File: src/rtl/seq_scan_ctrl.sv
// seq_scan_ctrl: run controller for the serial pattern detector.
//
// A start pulse with a legal configuration latches the pattern, its length and
// the window length, then the controller scans exactly cfg_window bits of x,
// counting (optionally non-overlapping) pattern matches, and parks in DONE
// with the final count until the next accepted start.
//
// Optional feature macro: SEQ_NONOVERLAP_EN
//   defined   -> a match clears bits_seen, so matches never overlap
//   undefined -> overlapping matches are counted
//
// Ports:
//   clk         in   clock, rising edge
//   rst         in   asynchronous, active-high reset
//   start       in   single-cycle run request
//   cfg_pattern in   pattern; bit[cfg_len-1] is the first bit expected
//   cfg_len     in   pattern length, legal 1..PAT_MAX
//   cfg_window  in   number of bits to scan, legal >= 1
//   x           in   serial data, sampled every rising edge in SCAN
//   busy        out  high while scanning
//   match       out  one-cycle pulse per detected match
//   count       out  matches in current/last run (saturating)
//   overflow    out  count saturated in current/last run (sticky)
//   done        out  high in DONE until the next accepted start
//   cfg_err     out  one-cycle pulse when a start is rejected
module seq_scan_ctrl #(
    parameter int PAT_MAX = 8,
    parameter int CNT_W   = 10,
    parameter int WIN_W   = 12
) (
    input  logic               clk,
    input  logic               rst,
    input  logic               start,
    input  logic [PAT_MAX-1:0] cfg_pattern,
    input  logic [3:0]         cfg_len,
    input  logic [WIN_W-1:0]   cfg_window,
    input  logic               x,
    output logic               busy,
    output logic               match,
    output logic [CNT_W-1:0]   count,
    output logic               overflow,
    output logic               done,
    output logic               cfg_err
);

    typedef enum logic [1:0] {StIdle, StScan, StDone} state_e;

    state_e             state_q, state_d;
    logic [PAT_MAX-1:0] pat_q, pat_d;
    logic [3:0]         len_q, len_d;
    logic [WIN_W-1:0]   win_q, win_d;
    logic [PAT_MAX-1:0] shift_q, shift_d;
    logic [3:0]         seen_q, seen_d;
    logic               busy_q, busy_d;
    logic               match_q, match_d;
    logic [CNT_W-1:0]   count_q, count_d;
    logic               ovf_q, ovf_d;
    logic               done_q, done_d;
    logic               err_q, err_d;

    logic               cfg_ok;
    logic [PAT_MAX-1:0] len_mask;
    logic [PAT_MAX-1:0] shift_upd;
    logic [3:0]         seen_upd;
    logic               hit;

    assign cfg_ok = (cfg_len != 4'd0) && (int'(cfg_len) <= PAT_MAX) && (cfg_window != '0);

    // Only the low len_q bits of pattern and shift register take part in a compare.
    always_comb begin
        len_mask = '0;
        for (int i = 0; i < PAT_MAX; i++) begin
            len_mask[i] = (i < int'(len_q));
        end
    end

    // Match is judged on the values the current edge will store.
    assign shift_upd = {shift_q[PAT_MAX-2:0], x};
    assign seen_upd  = (seen_q == len_q) ? seen_q : seen_q + 4'd1;
    assign hit       = (seen_upd == len_q) && ((shift_upd & len_mask) == (pat_q & len_mask));

    always_ff @(posedge clk or posedge rst) begin
        if (rst) begin
            state_q <= StIdle;
            pat_q   <= '0;
            len_q   <= '0;
            win_q   <= '0;
            shift_q <= '0;
            seen_q  <= '0;
            busy_q  <= 1'b0;
            match_q <= 1'b0;
            count_q <= '0;
            ovf_q   <= 1'b0;
            done_q  <= 1'b0;
            err_q   <= 1'b0;
        end else begin
            state_q <= state_d;
            pat_q   <= pat_d;
            len_q   <= len_d;
            win_q   <= win_d;
            shift_q <= shift_d;
            seen_q  <= seen_d;
            busy_q  <= busy_d;
            match_q <= match_d;
            count_q <= count_d;
            ovf_q   <= ovf_d;
            done_q  <= done_d;
            err_q   <= err_d;
        end
    end

    always_comb begin
        state_d = state_q;
        pat_d   = pat_q;
        len_d   = len_q;
        win_d   = win_q;
        shift_d = shift_q;
        seen_d  = seen_q;
        busy_d  = busy_q;
        match_d = 1'b0;
        count_d = count_q;
        ovf_d   = ovf_q;
        done_d  = done_q;
        err_d   = 1'b0;

        case (state_q)
            StIdle, StDone: begin
                if (start) begin
                    if (cfg_ok) begin
                        pat_d   = cfg_pattern;
                        len_d   = cfg_len;
                        win_d   = cfg_window;
                        shift_d = '0;
                        seen_d  = '0;
                        count_d = '0;
                        ovf_d   = 1'b0;
                        done_d  = 1'b0;
                        busy_d  = 1'b1;
                        state_d = StScan;
                    end else begin
                        err_d = 1'b1;
                    end
                end
            end
            StScan: begin
                shift_d = shift_upd;
                seen_d  = seen_upd;
                win_d   = win_q - WIN_W'(1);
                if (hit) begin
                    match_d = 1'b1;
                    if (&count_q) begin
                        ovf_d = 1'b1;
                    end else begin
                        count_d = count_q + CNT_W'(1);
                    end
`ifdef SEQ_NONOVERLAP_EN
                    seen_d = '0;
`else
                    seen_d = seen_upd;
`endif
                end
                // win_q == 1 means this edge samples the final window bit.
                if (win_q == WIN_W'(1)) begin
                    busy_d  = 1'b0;
                    done_d  = 1'b1;
                    state_d = StDone;
                end
            end
            default: begin
                state_d = StIdle;
            end
        endcase
    end

    assign busy     = busy_q;
    assign match    = match_q;
    assign count    = count_q;
    assign overflow = ovf_q;
    assign done     = done_q;
    assign cfg_err  = err_q;

endmodule

File: config.mk
export PLATFORM = sky130hd
export DESIGN_NAME = seq_scan_ctrl
export DESIGN_NICKNAME = d
export VERILOG_FILES = /design/src/rtl/seq_scan_ctrl.sv
export SDC_FILE = /design/constraint.sdc
export NUM_CORES = 1
export LEC_CHECK = 0
export ABC_AREA = 1
export BUFFER_PORTS_ARGS = -buffer_cell sky130_fd_sc_hd__buf_2
export CAP_MARGIN = 40
export CORE_ASPECT_RATIO = 1.75
export CORE_MARGIN = 2
export CORE_UTILIZATION = 42
export CTS_CLUSTER_DIAMETER = 80
export CTS_CLUSTER_SIZE = 14
export DETAILED_ROUTE_END_ITERATION = 16
export PLACE_DENSITY = 0.61
export SYNTH_ARGS = -nofsm -noshare
export SYNTH_HDL_FRONTEND = slang
export SYNTH_SLANG_ARGS = --single-unit
File: constraint.sdc
create_clock -name clk -period 2.8 [get_ports clk]
set_input_delay 0.28 -clock clk [delete_from_list [all_inputs] [get_ports clk]]
set_output_delay 0.28 -clock clk [all_outputs]
set_load 0.01 [all_outputs]
After elaboration in Yosys (flattened, before gate mapping) --
Index checks and enable logic that the tools add are counted.
Storage, ports and cells: register bits 52, bits in latches 0, RAM bits 0, bits in read-only memories 0, bits of input ports 28, output and inout port bits 15, logic and storage cells 88, memories kept 0
Operators by class: add/sub/neg operators 3, multipliers 0, div/mod/pow operators 0, order comparisons 9, equality and inequality tests 12, shifts and indexed selects 0, multiplexer cells 35, bitwise logic cells 2, reduce and logical (&&, ||, !) cells 15
Operators by type and width (count):
- 2-to-1 mux 10 bit | 4
- 2-to-1 mux 12 bit | 2
- one-hot mux 12 bit (2 select lines) | 1
- one-hot mux 10 bit (2 select lines) | 1
- AND 8 bit | 2
- less-than comparator 3 x 4 -> 1 bit (first input constant) | 4
- 2-to-1 mux 7 bit | 2
- one-hot mux 7 bit (2 select lines) | 1
- 2-to-1 mux 1 bit | 13
- equality test 12 x 1 -> 1 bit (second input constant) | 1
- 2-to-1 mux 4 bit | 3
- != test 2 bit (second input constant) | 6
- nonzero test 12 bit | 1
- subtractor 12 x 1 -> 12 bit (second input constant) | 1
- adder 10 x 1 -> 10 bit (second input constant) | 1
- AND reduction 10 bit | 1
- AND reduction 5 bit | 2
- AND reduction 3 bit | 3
- equality test 4 bit | 2
- equality test 8 bit | 1
- less-than comparator 1 x 4 -> 1 bit (first input constant) | 2
- less-than comparator 2 x 4 -> 1 bit (first input constant) | 2
- one-hot mux 4 bit (2 select lines) | 1
- 2-to-1 mux 2 bit | 3
- other kinds (12) | 16

Depth between registers and ports, before layout --
Gate-level depths: netlist of the first run.
depth in word-level cells 6, gate-level depth with buffers 14

Least setup slack after synthesis of the first run --
Ideal clock, no wire load.
kind register -> register, from reg seen_q[1], to reg count_q[0], in the netlist count[0], library setup time 116 ps, arrival time 1560 ps, data required time 2684 ps, setup slack 1124 ps, stages on the path, launching flop included 15, path through dfrtp_1 > inv_1 > nand2_1 > nand2_4 > nor2_8 > nand2_4 > nand2_2 > nand2_1 > nand2_1 > nand2_1 > nor2_2 > nand3_2 > buf_6 > nand3_2 > nand2_1
Between the ends: word-level cells in the longest chain between the ends 6, elaborated cells between the ends (all ways) 7, those cells by class 1 x add/sub; 3 x eq/ne; 1 x mux; 2 x reduce/logical
Ends and longest elaborated chain:
- start: declaration | line 53 | logic [3:0] seen_q, seen_d;
- start signal: assignment | line 102 | seen_q <= seen_d;
- adder 4 x 1 -> 4 bit or equality test 4 bit (tied branches) | line 79 | assign seen_upd = (seen_q == len_q) ? seen_q : seen_q + 4'd1;
- 2-to-1 mux 4 bit (*) | line 79
- equality test 4 bit (*) | line 80 | assign hit = (seen_upd == len_q) && ((shift_upd & len_mask) == (pat_q & len_mask));
- logical AND 1 bit (*) | line 80
- != test 2 bit (no line) (*)
- AND reduction 5 bit (no line) (*)
- end signal: assignment | line 105 | count_q <= count_d;
- end: declaration | line 56 | logic [CNT_W-1:0] count_q, count_d;
Mark *: on every way between the ends. The rest lies on a longest branch, timed or not. A chain may end at the register's enable or synchronous reset.

Worst setup path after layout of the first run --
from reg len_q[2], to reg count_q[2], in the netlist count[2]
Between the ends: word-level cells in the longest chain between the ends 6, elaborated cells between the ends (all ways) 17, those cells by class 8 x order compare; 4 x eq/ne; 1 x mux; 2 x bitwise; 2 x reduce/logical
Ends and longest elaborated chain:
- start: declaration | line 50 | logic [3:0] len_q, len_d;
- start signal: assignment | line 99 | len_q <= len_d;
- less-than comparator 1 x 4 -> 1 bit, or another cell as far along | line 73 | len_mask[i] = (i < int'(len_q));
- AND 8 bit or 2-to-1 mux 4 bit (tied branches) | line 80, 79
- equality test 8 bit or equality test 4 bit (tied branches) | line 80
- logical AND 1 bit (*) | line 80
- != test 2 bit (no line) (*)
- AND reduction 5 bit (no line) (*)
Marks and branches as above.

==> insert_results.sql, run 1 <==
INSERT INTO impl_metrics (metric_group, metric, value, unit) VALUES
('timing', 'final_max_slew_viol_count', '0', ''),
('route', 'drcViolationCount', '0', ''),
('cts', 'cts-hold-fix-buffers', '0', ''),
('worst_setup_path', 'cp_common_cell', 'sky130_fd_sc_hd__nand2_1', ''),
('route', 'drt-vias-per-instance', '5.060', ''),
('worst_hold_path', 'min-delay-path-class', 'in -> async', ''),
('worst_setup_path', 'worstSetupPathType', 'reg -> reg', ''),
('final_layout', 'layout.nets', '481', ''),
('yosys', 'syn_area_per_cell', '7.538', 'sq um'),
('cts', 'tritoncts', 'done', ''),
('floorplanning', 'initial_core_util', '42.81', '%'),
('worst_setup_path', 'worst_setup_path_start_kind', 'register', ''),
('global_route', 'antenna_found_initial', '0', ''),
('timing', 'final.setup_skew', '0.002410', 'ns'),
('timing', 'worst_slew_pin_slew', '0.5872', 'ns'),
('yosys', 'synth_enable_flop_cells', '0', ''),
('status', 'status', 'finished, violations left', ''),
('timing', 'hold_viol', '18', ''),
('timing', 'part_of_the_cycle_the_worst_path_needs', '78.35', '%'),
('yosys', 'synth-seq-cells', '52', ''),
('cts', 'clk_path_buf_depth', '2', ''),
('worst_setup_path', 'crit_fanout', '12', ''),
('floorplanning', 'io_pins', '43', ''),
('global_route', 'global_route_wire_length_before_repair', '11890', 'microns'),
('route', 'detailedRoute.firstPassIterationCount', '4', ''),
('placed_design', 'pre_cts_ws', '0.6199', 'ns'),
('route', 'ant_nets', '0', ''),
('final_layout', 'layout.filler_cells', '711', ''),
('timing', 'rsz0062_at_grt', 'false', ''),
('timing', 'final_critical_path_setup_slack', '0.6061', 'ns'),
('final_layout', 'regArea', '0.001301', 'sq mm'),
('timing', 'finalSetupTns', '0', 'ns'),
('timing', 'layout_min_cycle_time', '2.194', 'ns'),
('cts', 'clk_pin_slew', '0.07', 'ns'),
('cts', 'number_of_sinks_driven_by_the_clock_tree', '52', ''),
('floorplanning', 'die-area', '0.007938', 'sq mm'),
('worst_setup_path', 'critical_path.max_stage_delay', '0.48', 'ns'),
('yosys', 'synth-seq-area-share', '42.94', '%'),
('global_route', 'global_route.usage.total', '20.09', '%'),
('power', 'power-per-cell-area', '1031', 'mW/mm^2'),
('worst_setup_path', 'critPathTopFamily', 'simple AND/OR/NAND/NOR gates', ''),
('cts', 'clk_latency', '0.30', 'ns'),
('route', 'totalWireLength', '7230', 'microns'),
('yosys', 'syn_nets', '434', ''),
('final_layout', 'antenna_cells', '0', ''),
('power', 'max-vdd-ir-drop', '413.8', 'uV'),
('route', 'drt_iter0_markers', '145', ''),
('timing', 'achievable-frequency', '455.8', 'MHz'),
('yosys', 'synth_flop_cell', 'sky130_fd_sc_hd__dfrtp_1', ''),
('timing', 'slew-limit-headroom', '60.76', '%'),
('final_layout', 'area_delta_synth_final', '17.01', '%'),
('worst_setup_path', 'critPathSlowestCell', 'sky130_fd_sc_hd__dfrtp_1', ''),
('yosys', 'asyncSetResetFlopFracSynth', '100.0', '%'),
('yosys', 'synthDistinctLibCells', '31', ''),
('power', 'power_leakage', '1.897', 'nW'),
('worst_setup_path', 'cp.buffers_inverters', '2', ''),
('placed_design', 'place_hpwl', '5426', 'microns'),
('worst_setup_path', 'crit_required', '3.04', 'ns'),
('floorplanning', 'die_w', '68.21', 'microns'),
('final_layout', 'multiInputGateArea', '0.001464', 'sq mm'),
('status', 'failing_checks', 'hold timing', ''),
('worst_setup_path', 'setup.worst_path.end_class', 'register', ''),
('cts', 'resized_after_cts', '0', ''),
('timing', 'final.hold.worst_slack', '-0.005310', 'ns'),
('timing', 'setup_viol', '0', ''),
('yosys', 'mapped_cells', '402', ''),
('yosys', 'syn-cell-area', '0.003030', 'sq mm'),
('route', 'wl_per_cell', '13.51', 'microns'),
('final_layout', 'post_route_cells_drive_above_1_share', '18.71', '%'),
('global_route', 'grt_max_degree', '25', ''),
('cts', 'clock_tree.root_cell', 'sky130_fd_sc_hd__clkbuf_16', '');
## synthesized netlist by cell type (2+ instances only)
cell / instances / area share (%)
sky130_fd_sc_hd__nor2_8: 2 / 1.3
sky130_fd_sc_hd__o311ai_0: 4 / 1.2
sky130_fd_sc_hd__buf_2: 2 / 0.33
sky130_fd_sc_hd__nand3_1: 29 / 4.8
sky130_fd_sc_hd__o211ai_1: 4 / 0.99
sky130_fd_sc_hd__nand2_2: 3 / 0.62
sky130_fd_sc_hd__nor2_2: 2 / 0.41
sky130_fd_sc_hd__o22ai_1: 9 / 1.9
sky130_fd_sc_hd__a21oi_1: 4 / 0.66
sky130_fd_sc_hd__xor2_1: 10 / 2.9
sky130_fd_sc_hd__nand2_4: 2 / 0.74
sky130_fd_sc_hd__dfrtp_1: 52 / 43
sky130_fd_sc_hd__a31o_2: 2 / 0.58
sky130_fd_sc_hd__o221ai_1: 3 / 0.87
sky130_fd_sc_hd__nor2_1: 31 / 3.8
sky130_fd_sc_hd__ha_1: 4 / 1.7
sky130_fd_sc_hd__nor3_1: 4 / 0.66
sky130_fd_sc_hd__nand2_1: 126 / 16
sky130_fd_sc_hd__nand3_2: 11 / 3.6
sky130_fd_sc_hd__xnor2_1: 3 / 0.87
sky130_fd_sc_hd__o21ai_0: 21 / 3.5
sky130_fd_sc_hd__clkbuf_1: 7 / 0.87
sky130_fd_sc_hd__inv_2: 4 / 0.50
sky130_fd_sc_hd__a31oi_1: 2 / 0.41
sky130_fd_sc_hd__inv_1: 53 / 6.6
sky130_fd_sc_hd__nand4_1: 3 / 0.62
## power breakdown
group	internal [W]	switching, W	total (W)	leakage, nW
clock network	0.000508	0.000285	0.000793	0.0899
logic	0.000590	0.000983	0.00157	1.16
registers	0.00104	0.000256	0.00129	0.651
## worst paths after layout
check,startpoint,to,slack (ns),cells after the start
max in group asynchronous,rst,shift_q[4],2.18,3
worst max register to register,len_q[2],count[2],0.61,14
min in group clk,cfg_pattern[0],pat_q[0],0.19,3
worst max-delay path,len_q[2],count[2],0.61,14
worst min register to register,busy,busy,0.48,2
worst min-delay path,rst,seen_q[3],-0.005,2
## layout by cell type, fill, tap and decap left out, types with 2 or more instances in the layout
cell type / count
sky130_fd_sc_hd__nor2_2: 2
sky130_fd_sc_hd__o221ai_1: 3
sky130_fd_sc_hd__o311ai_0: 4
sky130_fd_sc_hd__o22ai_1: 9
sky130_fd_sc_hd__nand2_1: 126
sky130_fd_sc_hd__nor2_1: 31
sky130_fd_sc_hd__xnor2_1: 3
sky130_fd_sc_hd__dfrtp_1: 52
sky130_fd_sc_hd__nand3_1: 29
sky130_fd_sc_hd__a31o_2: 2
sky130_fd_sc_hd__a31oi_1: 2
sky130_fd_sc_hd__ha_1: 4
sky130_fd_sc_hd__clkbuf_16: 5
sky130_fd_sc_hd__inv_2: 5
sky130_fd_sc_hd__nand3_2: 11
sky130_fd_sc_hd__bufinv_16: 2
sky130_fd_sc_hd__a21oi_1: 4
sky130_fd_sc_hd__o211ai_1: 4
sky130_fd_sc_hd__xor2_1: 10
sky130_fd_sc_hd__nand2_2: 3
sky130_fd_sc_hd__buf_4: 8
sky130_fd_sc_hd__inv_1: 52
sky130_fd_sc_hd__nand4_1: 3
sky130_fd_sc_hd__nand2_4: 2
sky130_fd_sc_hd__nor3_1: 4
sky130_fd_sc_hd__nor2_8: 2
sky130_fd_sc_hd__buf_2: 42
sky130_fd_sc_hd__o21ai_0: 21
## state kept, by name, summed over array words and instances, names as in the netlist
register and flops:
win_q 12, count 10, pat_q 8, shift_q 7, len_q 4, seen_q 4
state_q 2, busy 1, cfg_err 1, done 1, match 1, overflow 1
## cells by family after synthesis
kind of cell / share of synthesized area [%]
simple gates: 32.66
buf+inv: 8.753
flops: 42.94
compound gates: 10.24
xor+xnor: 3.757
fa+ha+maj: 1.652
## metrics by stage
stage | instances | area, sq um | utilization, %
3_3_place_gp | 528 | 3361 | 47.47
6_report | 535 | 3546 | 50.09
4_1_cts | 535 | 3546 | 50.09
3_5_place_dp | 528 | 3361 | 47.47
5_1_grt | 535 | 3546 | 50.09
2_1_floorplan | 402 | 3030 | -
## worst register-to-register path, cell delays in order, from the launching register on
cell	delay, ns
sky130_fd_sc_hd__dfrtp_1	0.48
sky130_fd_sc_hd__inv_2	0.09
sky130_fd_sc_hd__nand2_1	0.06
sky130_fd_sc_hd__nand2_1	0.12
sky130_fd_sc_hd__nor2_8	0.16
sky130_fd_sc_hd__nand2_4	0.09
sky130_fd_sc_hd__nand2_2	0.09
sky130_fd_sc_hd__nand2_1	0.08
sky130_fd_sc_hd__nand2_1	0.06
sky130_fd_sc_hd__nand2_1	0.06
sky130_fd_sc_hd__nor2_2	0.13
sky130_fd_sc_hd__nand3_2	0.32
sky130_fd_sc_hd__inv_2	0.25
sky130_fd_sc_hd__nand2_1	0.07
sky130_fd_sc_hd__nand2_1	0.07
## metal layers
layer | vias up | share of wire (%) | GRT usage, % | routed length [microns]
li1 | 1376 | - | - | -
met1 | 1269 | 41 | 23.03 | 2963
met2 | 49 | 53 | 35.53 | 3823
met3 | 13 | 3.7 | 2.987 | 270
met4 | 0 | 2.4 | 9.467 | 172
met5 | - | 0 | 0 | 0
## area by class of cell
class                      count  share of cell area (%)
clock buffer                   5                   3.529
clock inverter                 2                   1.694
inverter                      58                   6.140
multi-input combinational    282                   41.28
sequential                    52                   36.70
tap                           86                   3.035
timing repair buffer          50                   7.622
Note: power is estimated with default switching activity, not from simulation.
==> inputs of run 2 (changes only) <==
--- a/config.mk
+++ b/config.mk
@@ -14,7 +14,7 @@
 export CTS_CLUSTER_DIAMETER = 80
 export CTS_CLUSTER_SIZE = 14
 export DETAILED_ROUTE_END_ITERATION = 16
-export PLACE_DENSITY = 0.61
+export PLACE_DENSITY = 0.63
 export SYNTH_ARGS = -nofsm -noshare
 export SYNTH_HDL_FRONTEND = slang
 export SYNTH_SLANG_ARGS = --single-unit
==> constraint.sdc (replaced) <==
create_clock -name clk -period 1.8 [get_ports clk]
set_input_delay 0.18 -clock clk [delete_from_list [all_inputs] [get_ports clk]]
set_output_delay 0.18 -clock clk [all_outputs]
set_load 0.01 [all_outputs]
==> run 2 against run 1 <==
Net effect: the run ends with setup timing left; global-route usage rose by 0.74 points; register-to-register slack got worse by 0.69 ns; flip-flop and latch count did not move; sequential share of layout area fell by 2.6 points; cell area rose by 8.2%.
==> insert_results.sql, run 2 (same netlist as run 1, synthesis figures left out) <==
INSERT INTO impl_metrics (metric_group, metric, value, unit) VALUES
('status', 'status', 'finished, violations left', ''),
('status', 'failing_checks', 'setup timing', ''),
('worst_setup_path', 'worst_setup_path_start_kind', 'register', ''),
('final_layout', 'largest_reg_flops', '12', ''),
('global_route', 'global_route_wire_length_before_repair', '12480', 'microns'),
('timing', 'hold_viol', '0', ''),
('timing', 'final.hold.worst_slack', '0.08581', 'ns'),
('floorplanning', 'die_w', '68.21', 'microns'),
('final_layout', 'layout_common_cells', '117 x sky130_fd_sc_hd__nand2_1, 49 x sky130_fd_sc_hd__inv_1, 47 x sky130_fd_sc_hd__dfrtp_1', ''),
('route', 'ant_nets', '0', ''),
('final_layout', 'layout.nets', '507', ''),
('timing', 'worst_slew_pin_slew', '0.3810', 'ns'),
('placed_design', 'pre_cts_ws', '-0.1708', 'ns'),
('timing', 'part_of_the_cycle_the_worst_path_needs', '104.4', '%'),
('job', 'cap_violations', '0', ''),
('placed_design', 'dpl-instance-area', '0.003523', 'sq mm'),
('power', 'power_leakage', '2.037', 'nW'),
('global_route', 'antenna_found_initial', '0', ''),
('cts', 'number_of_sinks_driven_by_the_clock_tree', '52', ''),
('worst_setup_path', 'crit-reg2reg-launch', 'len_q[2]', ''),
('timing', 'achievable-frequency', '532.1', 'MHz'),
('floorplanning', 'io_pins', '43', ''),
('timing', 'rsz0062_at_grt', 'true', ''),
('floorplanning', 'die_height', '116.4', 'microns'),
('timing', 'finalSetupTns', '-0.7208', 'ns'),
('timing', 'final_critical_path_setup_slack', '-0.07917', 'ns'),
('global_route', 'grt_pass1_vias', '2820', ''),
('final_layout', 'area_delta_synth_final', '26.63', '%'),
('cts', 'ctsHtreeMaxLevel', '2', ''),
('worst_setup_path', 'worst_ep_arrival_time', '2.07', 'ns'),
('placed_design', 'globalplace.congestion', '0.9265', ''),
('final_layout', 'post_route_cells_drive_above_1_share', '27.73', '%'),
('final_layout', 'most_common_cell_after_layout_fill_and_taps_aside', 'sky130_fd_sc_hd__nand2_1', ''),
('global_route', 'global_route.usage.total', '20.83', '%'),
('final_layout', 'final_area', '0.003837', 'sq mm'),
('global_route', 'gr-total-overflow', '0', ''),
('power', 'max-vdd-ir-drop', '722.0', 'uV'),
('power', 'power-per-cell-area', '1610', 'mW/mm^2'),
('worst_setup_path', 'worstSetupPathType', 'reg -> reg', ''),
('cts', 'clock_tree.root_cell', 'sky130_fd_sc_hd__clkbuf_16', ''),
('route', 'detailedRoute.firstPassIterationCount', '4', ''),
('cts', 'clk_path_buf_depth', '2', ''),
('placed_design', 'place_hpwl', '5486', 'microns'),
('worst_setup_path', 'cp-startpoint', 'len_q[2]', ''),
('worst_setup_path', 'crit_fanout', '7', ''),
('route', 'drt_iter0_markers', '161', ''),
('worst_setup_path', 'setup.worst_path.end_class', 'register', ''),
('cts', 'clk_latency', '0.30', 'ns'),
('floorplanning', 'floorplan.rows', '41', ''),
('route', 'drcViolationCount', '0', ''),
('timing', 'final.setup_skew', '0.006447', 'ns'),
('worst_hold_path', 'worstHoldStart', 'cfg_pattern[0]', ''),
('cts', 'total_cts_buffers', '5', ''),
('final_layout', 'registers.top_by_ff_count', 'win_q', ''),
('worst_setup_path', 'crit_required', '1.99', 'ns'),
('floorplanning', 'initial_core_util', '42.81', '%'),
('floorplanning', 'die-area', '0.007938', 'sq mm'),
('timing', 'layout_min_cycle_time', '1.879', 'ns'),
('cts', 'tritoncts', 'done', ''),
('timing', 'slew-limit-headroom', '74.37', '%'),
('floorplanning', 'coreArea', '0.007079', 'sq mm'),
('worst_hold_path', 'min-delay-path-class', 'in -> reg', ''),
('route', 'routed-via-count', '2840', ''),
('route', 'totalWireLength', '7685', 'microns'),
('final_layout', 'antenna_cells', '0', ''),
('cts', 'clk_pin_slew', '0.07', 'ns'),
('route', 'drt-vias-per-instance', '5.053', ''),
('placed_design', 'io_buffer_count', '42', ''),
('timing', 'final_max_slew_viol_count', '0', ''),
('final_layout', 'finalCoreUtilization', '54.21', '%'),
('global_route', 'grt_max_degree', '53', ''),
('route', 'wl_per_cell', '13.67', 'microns'),
('timing', 'setup_viol', '10', '');
## run 2: cell count changes in the layout (fill, tap and decap cells not counted), moves of 4 or more
cell and delta:
sky130_fd_sc_hd__dfrtp_2 +5, sky130_fd_sc_hd__buf_4 +21, sky130_fd_sc_hd__nand3_1 -4, sky130_fd_sc_hd__nand2_4 +4, sky130_fd_sc_hd__nand2_2 +5, sky130_fd_sc_hd__dfrtp_1 -5
sky130_fd_sc_hd__nand2_1 -9
## run 2: worst max-delay path, stage by stage (launching register included)
cell	delay, ns
sky130_fd_sc_hd__dfrtp_2	0.46
sky130_fd_sc_hd__inv_4	0.07
sky130_fd_sc_hd__nand2_4	0.07
sky130_fd_sc_hd__nand2_4	0.07
sky130_fd_sc_hd__nor2_8	0.18
sky130_fd_sc_hd__nand3_1	0.15
sky130_fd_sc_hd__nand3_1	0.11
sky130_fd_sc_hd__nand2_1	0.11
sky130_fd_sc_hd__nor2_4	0.17
sky130_fd_sc_hd__nand3_4	0.13
sky130_fd_sc_hd__buf_6	0.16
sky130_fd_sc_hd__nand3_2	0.04
sky130_fd_sc_hd__nand2_1	0.05
## run 2: through the flow
stage / total power (W) / cells
4_1_cts: 0.005862 / 559
3_3_place_gp: 0.004642 / 548
6_report: 0.006179 / 562
2_1_floorplan: 0.003853 / 402
3_5_place_dp: 0.004694 / 548
5_1_grt: 0.006703 / 562
## run 2: routing by layer
layer / track usage (%) / vias to the layer above / routed length [microns]
met5: 0 / - / 0
met4: 9.333 / 0 / 239
met3: 3.661 / 15 / 243
met2: 37.67 / 50 / 4133
met1: 22.96 / 1334 / 3069
li1: - / 1441 / -
## run 2: power breakdown
group | internal (W) | total [W] | switching (W) | leakage, nW
Clock | 0.000556 | 0.000989 | 0.000433 | 0.0712
Combinational | 0.00131 | 0.00319 | 0.00188 | 1.32
Sequential | 0.00162 | 0.00200 | 0.000382 | 0.646
## run 2: area by class of cell
class | instances | area (sq um)
well taps | 86 | 107.6
inverters | 58 | 222.7
multi-input cells | 282 | 1562
fillers | 708 | 3242
repair buffers | 76 | 491.7
clock buffers | 8 | 146.4
flip-flops and latches | 52 | 1308
## run 2: worst paths after layout
path	to	slack, ns	depth (start not counted)
min in group asynchronous	seen_q[0]	0.46	4
max in group asynchronous	len_q[0]	1.07	4
min reg2reg	busy	0.48	2
max reg2reg	count[3]	-0.08	12
max	count[3]	-0.08	12
min	pat_q[0]	0.09	3
## run 2: repair_timing
item | CTS | global route
endpoints found under the setup margin | 11 | 12
hold endpoints to repair | 52 | 0
pin swaps | 7 | 9
hold buffers | 1 | 0
buffers inserted | 2 | 3
resized for setup | 12 | 26
